**config.mk**
```make
export PLATFORM = sky130hd
export DESIGN_NAME = mcu_data_mem_responder
export DESIGN_NICKNAME = d
export VERILOG_FILES = /design/src/rtl/mcu_pkg.sv /design/src/rtl/mcu_dmem_array.sv /design/src/rtl/mcu_data_mem_responder.sv
export SDC_FILE = /design/constraint.sdc
export NUM_CORES = 2
export LEC_CHECK = 0
export CAP_MARGIN = 30
export CORE_AREA = 3 3 451 565
export DETAILED_ROUTE_END_ITERATION = 12
export DIE_AREA = 0 0 454 568
export DONT_BUFFER_PORTS = 1
export PLACE_DENSITY = 0.79
export SYNTH_ARGS = -nofsm -noshare
export SYNTH_HDL_FRONTEND = slang
export SYNTH_HIERARCHICAL = 1
export SYNTH_SLANG_ARGS = --single-unit
```
**constraint.sdc**
```tcl
create_clock -name clk -period 5.45 [get_ports clk]
set_clock_uncertainty 0.1 [all_clocks]
set_input_delay 0.545 -clock clk [delete_from_list [all_inputs] [get_ports clk]]
set_output_delay 0.545 -clock clk [all_outputs]
set_load 0.01 [all_outputs]
```
**src/rtl/mcu_pkg.sv**
```systemverilog
// Shared MCU definitions: data-memory responder FSM encoding and default widths/timing.
package mcu_pkg;

   localparam int MCU_DATA_W       = 16;
   localparam int MCU_WAIT_DEFAULT = 2;

   typedef enum logic [1:0] {
      IDLE = 2'd0,
      WAIT = 2'd1,
      RESP = 2'd2
   } dmem_state_t;

endpackage

```
**src/rtl/mcu_dmem_array.sv**
```systemverilog
// Plain DEPTH x DATA_W data RAM with synchronous write and a registered read port.
module mcu_dmem_array #(
   parameter int DATA_W = 16,
   parameter int DEPTH  = 256,
   parameter int AW     = 8
) (
   input  logic              i_clk,
   input  logic              i_we,
   input  logic              i_re,
   input  logic [AW-1:0]     i_addr,
   input  logic [DATA_W-1:0] i_wdata,
   output logic [DATA_W-1:0] o_rdata
);

   logic [DATA_W-1:0] r_mem [DEPTH];

   // Contents are deliberately never reset; the read register only moves on a read strobe.
   always_ff @(posedge i_clk) begin
      if (i_we) begin
         r_mem[i_addr] <= i_wdata;
      end
      if (i_re) begin
         o_rdata <= r_mem[i_addr];
      end
   end

endmodule

```
**src/rtl/mcu_data_mem_responder.sv**
```systemverilog
// Wait-state data-memory responder for the MCU load/store port.
// Optional MCU_DMEM_STATS_EN adds saturating rd_count/wr_count access counters.
module mcu_data_mem_responder
   import mcu_pkg::*;
#(
   parameter int DATA_W      = MCU_DATA_W,
   parameter int ADDR_W      = 8,
   parameter int DEPTH       = 256,
   parameter int WAIT_CYCLES = MCU_WAIT_DEFAULT
) (
   input  logic              clk,
   input  logic              Clear,
   input  logic              req_valid,
   input  logic              req_write,
   input  logic [ADDR_W-1:0] req_addr,
   input  logic [DATA_W-1:0] req_wdata,
   output logic              req_ready,
   output logic              rsp_valid,
   input  logic              rsp_ready,
   output logic [DATA_W-1:0] rsp_rdata,
   output logic              rsp_error
`ifdef MCU_DMEM_STATS_EN
   ,
   output logic [15:0]       rd_count,
   output logic [15:0]       wr_count
`endif
);

   localparam int              RAM_AW  = (DEPTH > 1) ? $clog2(DEPTH) : 1;
   localparam logic [ADDR_W:0] DEPTH_L = (ADDR_W + 1)'(DEPTH);

   dmem_state_t       r_state;
   dmem_state_t       w_nextState;
   logic [3:0]        r_count;
   logic              r_write;
   logic [ADDR_W-1:0] r_addr;
   logic [DATA_W-1:0] r_wdata;
   logic              r_rdOk;
   logic              r_error;

   logic              w_accept;
   logic              w_enterResp;
   logic              w_curWrite;
   logic [ADDR_W-1:0] w_curAddr;
   logic [DATA_W-1:0] w_curWdata;
   logic              w_inRange;
   logic              w_ramWe;
   logic              w_ramRe;
   logic [DATA_W-1:0] w_ramRdata;

   // With zero wait states the access commits on the accept edge, so it uses the live request.
   assign w_curWrite  = (r_state == IDLE) ? req_write : r_write;
   assign w_curAddr   = (r_state == IDLE) ? req_addr  : r_addr;
   assign w_curWdata  = (r_state == IDLE) ? req_wdata : r_wdata;
   assign w_inRange   = ({1'b0, w_curAddr} < DEPTH_L);

   assign w_accept    = (r_state == IDLE) && req_valid;
   assign w_enterResp = (w_nextState == RESP) && (r_state != RESP);
   assign w_ramWe     = w_enterResp && w_curWrite && w_inRange;
   assign w_ramRe     = w_enterResp && !w_curWrite && w_inRange;

   always_comb begin
      w_nextState = r_state;
      case (r_state)
         IDLE: if (req_valid) w_nextState = (WAIT_CYCLES == 0) ? RESP : WAIT;
         WAIT: if (r_count == 4'd1) w_nextState = RESP;
         RESP: if (rsp_ready) w_nextState = IDLE;
         default: w_nextState = IDLE;
      endcase
   end

   always_ff @(posedge clk or posedge Clear) begin
      if (Clear) begin
         r_state <= IDLE;
         r_count <= '0;
         r_write <= 1'b0;
         r_addr  <= '0;
         r_wdata <= '0;
         r_rdOk  <= 1'b0;
         r_error <= 1'b0;
      end else begin
         r_state <= w_nextState;
         if (w_accept) begin
            r_write <= req_write;
            r_addr  <= req_addr;
            r_wdata <= req_wdata;
            r_count <= 4'(WAIT_CYCLES);
         end else if (r_state == WAIT) begin
            r_count <= r_count - 4'd1;
         end
         if (w_enterResp) begin
            r_rdOk  <= w_ramRe;
            r_error <= !w_inRange;
         end
      end
   end

   mcu_dmem_array #(
      .DATA_W (DATA_W),
      .DEPTH  (DEPTH),
      .AW     (RAM_AW)
   ) u_array (
      .i_clk   (clk),
      .i_we    (w_ramWe),
      .i_re    (w_ramRe),
      .i_addr  (w_curAddr[RAM_AW-1:0]),
      .i_wdata (w_curWdata),
      .o_rdata (w_ramRdata)
   );

   // Response fields are forced to zero outside RESP so leaving RESP clears them.
   assign req_ready = (r_state == IDLE);
   assign rsp_valid = (r_state == RESP);
   assign rsp_rdata = (rsp_valid && r_rdOk) ? w_ramRdata : '0;
   assign rsp_error = rsp_valid && r_error;

`ifdef MCU_DMEM_STATS_EN
   logic [15:0] r_rdCount;
   logic [15:0] r_wrCount;

   always_ff @(posedge clk or posedge Clear) begin
      if (Clear) begin
         r_rdCount <= '0;
         r_wrCount <= '0;
      end else begin
         if (w_ramRe && (r_rdCount != 16'hFFFF)) r_rdCount <= r_rdCount + 16'd1;
         if (w_ramWe && (r_wrCount != 16'hFFFF)) r_wrCount <= r_wrCount + 16'd1;
      end
   end

   assign rd_count = r_rdCount;
   assign wr_count = r_wrCount;
`endif

endmodule

```
Word level (Yosys, flattened, before mapping)
Memory sizes are Yosys's and may differ from the RTL's. A register that Yosys moved wholly into a read port is not among the register bits.
Cells that the tools add are included.
{"block": "totals", "regBits": 32, "latch_bits": 0, "ramBits": 4096, "romBits": 0, "in_bits": 29, "output_inout_bits": 19, "mem_count": 1}
{"block": "op_classes", "add_sub_neg": 1, "multipliers": 0, "div": 0, "magnitude_cmp": 0, "eq_ne": 5, "shift": 0, "mux": 12, "bitwise_logic": 0, "reduce_logical": 8}
{"memory": "u_array.r_mem", "words": 256, "width": 16, "rd": 1, "rd_clocked_by_memory_dff": 1, "write_ports": 1, "line": "mcu_dmem_array.sv:15", "rtl": "logic [DATA_W-1:0] r_mem [DEPTH];"}
{"operator": "2-to-1 mux 16 bit", "count": 2}
{"operator": "2-to-1 mux 4 bit", "count": 2}
{"operator": "2-to-1 mux 8 bit", "count": 1}
{"operator": "2-to-1 mux 2 bit", "count": 3}
{"operator": "case mux 2 bit (3 select lines)", "count": 1}
{"operator": "logical AND 1 bit", "count": 5}
{"operator": "== test 2 bit (second input constant)", "count": 2}
{"operator": "== test 4 x 1 -> 1 bit (second input constant)", "count": 1}
{"operator": "subtractor 4 x 1 -> 4 bit (second input constant)", "count": 1}
{"operator": "2-to-1 mux 1 bit", "count": 3}
{"operator": "== test 2 x 1 -> 1 bit (second input constant)", "count": 1}
{"operator": "logical NOT 2 bit", "count": 1}
{"operator": "!= test 2 bit (second input constant)", "count": 1}
{"operator": "nonzero test 2 bit", "count": 1}
{"operator": "logical NOT 1 bit", "count": 1}

Depth between registers and ports, before layout
{"block": "logic_depth", "word_depth": 8, "mapped_depth": 12, "mapped_depth_nobuf": 8}

Hierarchy
Netlist, hierarchy kept.
{"module": "mcu_dmem_array", "instances": 1, "cells_each": 6727, "area_per_inst_um2": 155559.2, "seq_area_each_um2": 123478.4}
{"module": "mcu_data_mem_responder", "instances": 1, "cells_each": 135, "area_per_inst_um2": 1726.7, "seq_area_each_um2": 800.8}

Worst setup path before layout
OpenSTA, ideal clock, no wires.
{"block": "synth_timing", "path_kind": "register to register", "from": "register r_state[0]", "to": "memory u_array.r_mem[145][0], enable pin", "setup_ns": 0.409, "t_arrival_ns": 3.271, "required_ns": 4.941, "path_slack_ns": 1.669, "path_stages_with_launch": 10, "synth_period_minus_slack_ns": 3.781, "path_cell_list": "dfrtp_1 -> nor2_2 -> mux2_2 -> clkbuf_1 -> buf_2 -> clkbuf_1 -> buf_2 -> nand2b_1 -> clkbuf_1 -> nor3_1"}
{"element": "start, declared", "line": "mcu_data_mem_responder.sv:32", "rtl": "dmem_state_t r_state;"}
{"element": "start signal, assigned", "line": "mcu_data_mem_responder.sv:82", "rtl": "r_state <= w_nextState;"}
{"element": "logical NOT 2 bit", "line": "mcu_data_mem_responder.sv:53", "rtl": "assign w_curAddr = (r_state == IDLE) ? req_addr : r_addr;"}
{"element": "2-to-1 mux 8 bit", "line": "mcu_data_mem_responder.sv:53"}
{"element": "named net w_curAddr[1]", "line": "mcu_data_mem_responder.sv:44", "rtl": "logic [ADDR_W-1:0] w_curAddr;"}
{"element": "end, declared", "line": "mcu_dmem_array.sv:15"}
The timed path passes the listed nets, and every way through them passes these cells.

Worst setup path in the final report
{"block": "layout_timing", "from": "register r_state[0]", "to": "register u_array.o_rdata[12] (read register of u_array.r_mem) (data pin)"}
{"element": "logical NOT 2 bit", "line": "mcu_data_mem_responder.sv:53"}
{"element": "2-to-1 mux 8 bit", "line": "mcu_data_mem_responder.sv:53"}
{"element": "named net w_curAddr[0]", "line": "mcu_data_mem_responder.sv:44"}
{"element": "end, declared", "line": "mcu_dmem_array.sv:12", "rtl": "output logic [DATA_W-1:0] o_rdata"}
The timed path passes the listed nets, and every way through them passes these cells.
A chain may end at the register's enable or synchronous reset.

==> run summary <==
Hold Worst Slack = 0.04734 ns
Routed Antenna Nets = 0
vias post-DR = 82492
die width = 454 µm
pin count of the biggest net entering global routing = 159
clk slew on worst S/H paths = 0.07 ns
DR DRC count = 1
unique cell type count in the Yosys netlist = 38
H-tree depth = 5
CTS Buf Count = 368
syn_area_per_cell = 22.92 µm²
Leak = 54.86 nW
drt wl/cell = 40.05 µm
Yosys reg bits = 4144
failing checks = design-rule violations
Detailed Place HPWL = 226400 µm
Detailed Route Iter0 Violations = 14243
Worst EP required = 5.95 ns
Tightest Pin Transition = 1.246 ns
WS Path Type = reg2reg
CTS tree = done
PwrDens = 592.2 nW/µm²
clk_lat worst skew = 0.89 ns
sequential-to-total area share from yosys stat = 0.7901
Area Growth Syn to Fin = 12.46%
Synthesized Nets = 6893
I/O pin cnt = 48
RSZ-0062 raised after global routing = no
synthesized area = 157300 µm²
Layout Nets = 7371
sequential share of power = 0.397
first-pass GRT wire length = 623700 µm
final setup violation count = 0
CTS max path bufs = 4
relative slew slack = 0.1696
top cells by count, synth = edfxtp_1, mux4_2, a22oi_1
Rows = 205
Final Max Tran Viols = 0
fraction of registers with async set/reset = 0.007722
highest clock rate = 187.7 MHz
YS warnings = 6
gr ovfl total = 0
Critical Path Start Type = flip-flop
Core Area = 249600 µm²
Placer Congestion = 0.8493
Die Area = 257900 µm²
Total Routing Usage GR = 0.3425
Via density = 7.525
crit path time final = 5.327 ns
CTS Sinks = 4144
CTS resizes = 0
root buf cell = clkbuf_16
Starting Density = 0.6302
Post-synth EDFFs = 4112
Post-Route WL = 439000 µm
outcome = finished, violations left
Die H = 568 µm
Tcrit/Tclk final = 0.9774
hold violation total from the final report = 0
VDD IR max = 0.0009564 V
cell at the slowest stage of the critical path = o41ai_1
dominant synthesized flop cell = edfxtp_1
Slowest Stage Delay on Critical Path = 0.96 ns
most frequent CP cell = buf_4
Synth area leader = edfxtp_1
Critical Path, Cell by Cell = nor2_4, mux2_8, buf_12, buf_4, buf_4, mux4_2, a22oi_1, a21oi_1, o41ai_1, nand4_1
initial antenna violation count = 19
Worst EP arrival = 5.83 ns
I/O Buffers = 0
clock share of power = 0.250
ranking of synthesized cells by area = edfxtp_1, mux4_2, a22oi_1
Internal Pwr Total = 0.06846 W
Max FO, Critical Path = 48
most common cell in the netlist = edfxtp_1
Synth Instances = 6862
Max Cap Violations = 0
Switching Fraction = 0.3465
layout cells sized above 1 = 0.2820
HP Class = in2reg
Synth top area share = 0.7851
Setup crit end kind = flip-flop
filler instances = 12860
setup_tns = 0 ns
Detailed Routing Iterations Pass 1 = 12
Combinational Power Share = 0.353
switching power total = 0.03630 W
vias in the first global route = 82135
==> worst max-delay path: cells and delay by family (launching register included) <==
kind | cells | cell delay, ns
compound gates | 3 | 1.69
buf+inv | 3 | 0.85
flops | 1 | 0.47
mux | 2 | 1.32
simple gates | 2 | 0.50
==> power groups by stage <==
stage          clock (W)  combinational, W  sequential (W)
3_3_place_gp           0            0.0338          0.0422
4_1_cts           0.0263            0.0360          0.0416
2_1_floorplan          0            0.0212          0.0427
3_5_place_dp           0            0.0349          0.0422
5_1_grt           0.0273            0.0380          0.0415
6_report          0.0262            0.0370          0.0416
==> worst paths after layout <==
check | start | to | slack (ns) | cells past startpoint
max | r_state[0] | u_array/o_rdata[12] | 0.12 | 10
min | req_wdata[14] | u_array/r_mem[172][14] | 0.05 | 1
max reg2reg | r_state[0] | u_array/o_rdata[12] | 0.12 | 10
min reg2reg | r_addr[4] | r_addr[4] | 0.43 | 1
max in group asynchronous | Clear | r_wdata[6] | 4.45 | 3
min in group asynchronous | Clear | r_count[3] | 0.07 | 2
==> final cells by class <==
class                           count  area (µm²)  area share
Inverter                            5       18.77   0.0001061
Clock inverter                    216        2146     0.01213
Antenna cell                       22       55.05   0.0003112
Timing Repair Buffer              536        4917     0.02780
Sequential cell                  4144      124300      0.7026
Multi-Input combinational cell   2285       31620      0.1788
Clock buffer                      443        9703     0.05486
Tap cell                         3312        4144     0.02343
==> through the flow <==
step | std cells | util | area [µm²] | setup WS (ns) | power, W
CTS | 10929 | 0.7075 | 176600 | 0.2918 | 0.1038
global route | 10944 | 0.7086 | 176800 | 0.1193 | 0.1069
floorplan | 6862 | - | 157300 | 1.669 | 0.06386
detailed placement | 10242 | 0.6589 | 164500 | 0.4598 | 0.07714
global placement | 10233 | 0.6585 | 164300 | 0.05322 | 0.07601
finish | 10963 | 0.7088 | 176900 | 0.1234 | 0.1048
==> layout by cell type (no fill, tap or decap), types with 11 or more instances in the layout <==
cell / instances
mux2_8: 18
edfxtp_1: 4112
clkinv_1: 88
clkbuf_16: 378
clkbuf_1: 65
dlygate4sd3_1: 29
nand2_1: 29
mux2_2: 25
and3_1: 17
buf_12: 51
nor3_2: 30
nor2_1: 230
buf_4: 439
o41ai_1: 50
a21oi_1: 257
dfrtp_1: 32
clkinvlp_4: 11
mux4_2: 1024
diode_2: 22
bufinv_16: 42
clkinv_2: 59
nand4_1: 16
a22oi_1: 512
o41ai_2: 14
==> cells by family (layout without fill, tap and decap cells) <==
logic type,count (synthesis),in the layout,share of synthesized area
fa+ha+maj,2,2,0.0001591
flops,4144,4144,0.7901
mux,1073,1073,0.1503
buf+inv,433,1200,0.01266
other cells,1,23,0.00002384
compound gates,839,839,0.03643
xor+xnor,1,1,0.00005569
simple gates,369,369,0.01025
==> layer usage <==
metal  share of wire  wire length (µm)  track usage  up-vias
met5         0.00019                83            0        -
met1            0.31            136800       0.4475    42363
met3            0.13             56810      0.07892     1637
met4           0.080             35290       0.2094       12
li1                -                 -            -    30396
met2            0.48            210100       0.5326     8084
==> sequential cells by signal, summed over array words and instances, names as in the netlist <==
name,cells
r_state,2
r_write,1
r_addr,8
r_rdOk,1
r_count,4
r_wdata,16
u_array/o_rdata,16
u_array/r_mem,4096
==> repair_timing <==
| item | CTS | global route |
|---|---|---|
| buffers inserted | 0 | 0 |
| hold buffers | 28 | 1 |
| hold endpoints to repair | 60 | 2 |
No activity file was read; power rests on OpenSTA's default activity.
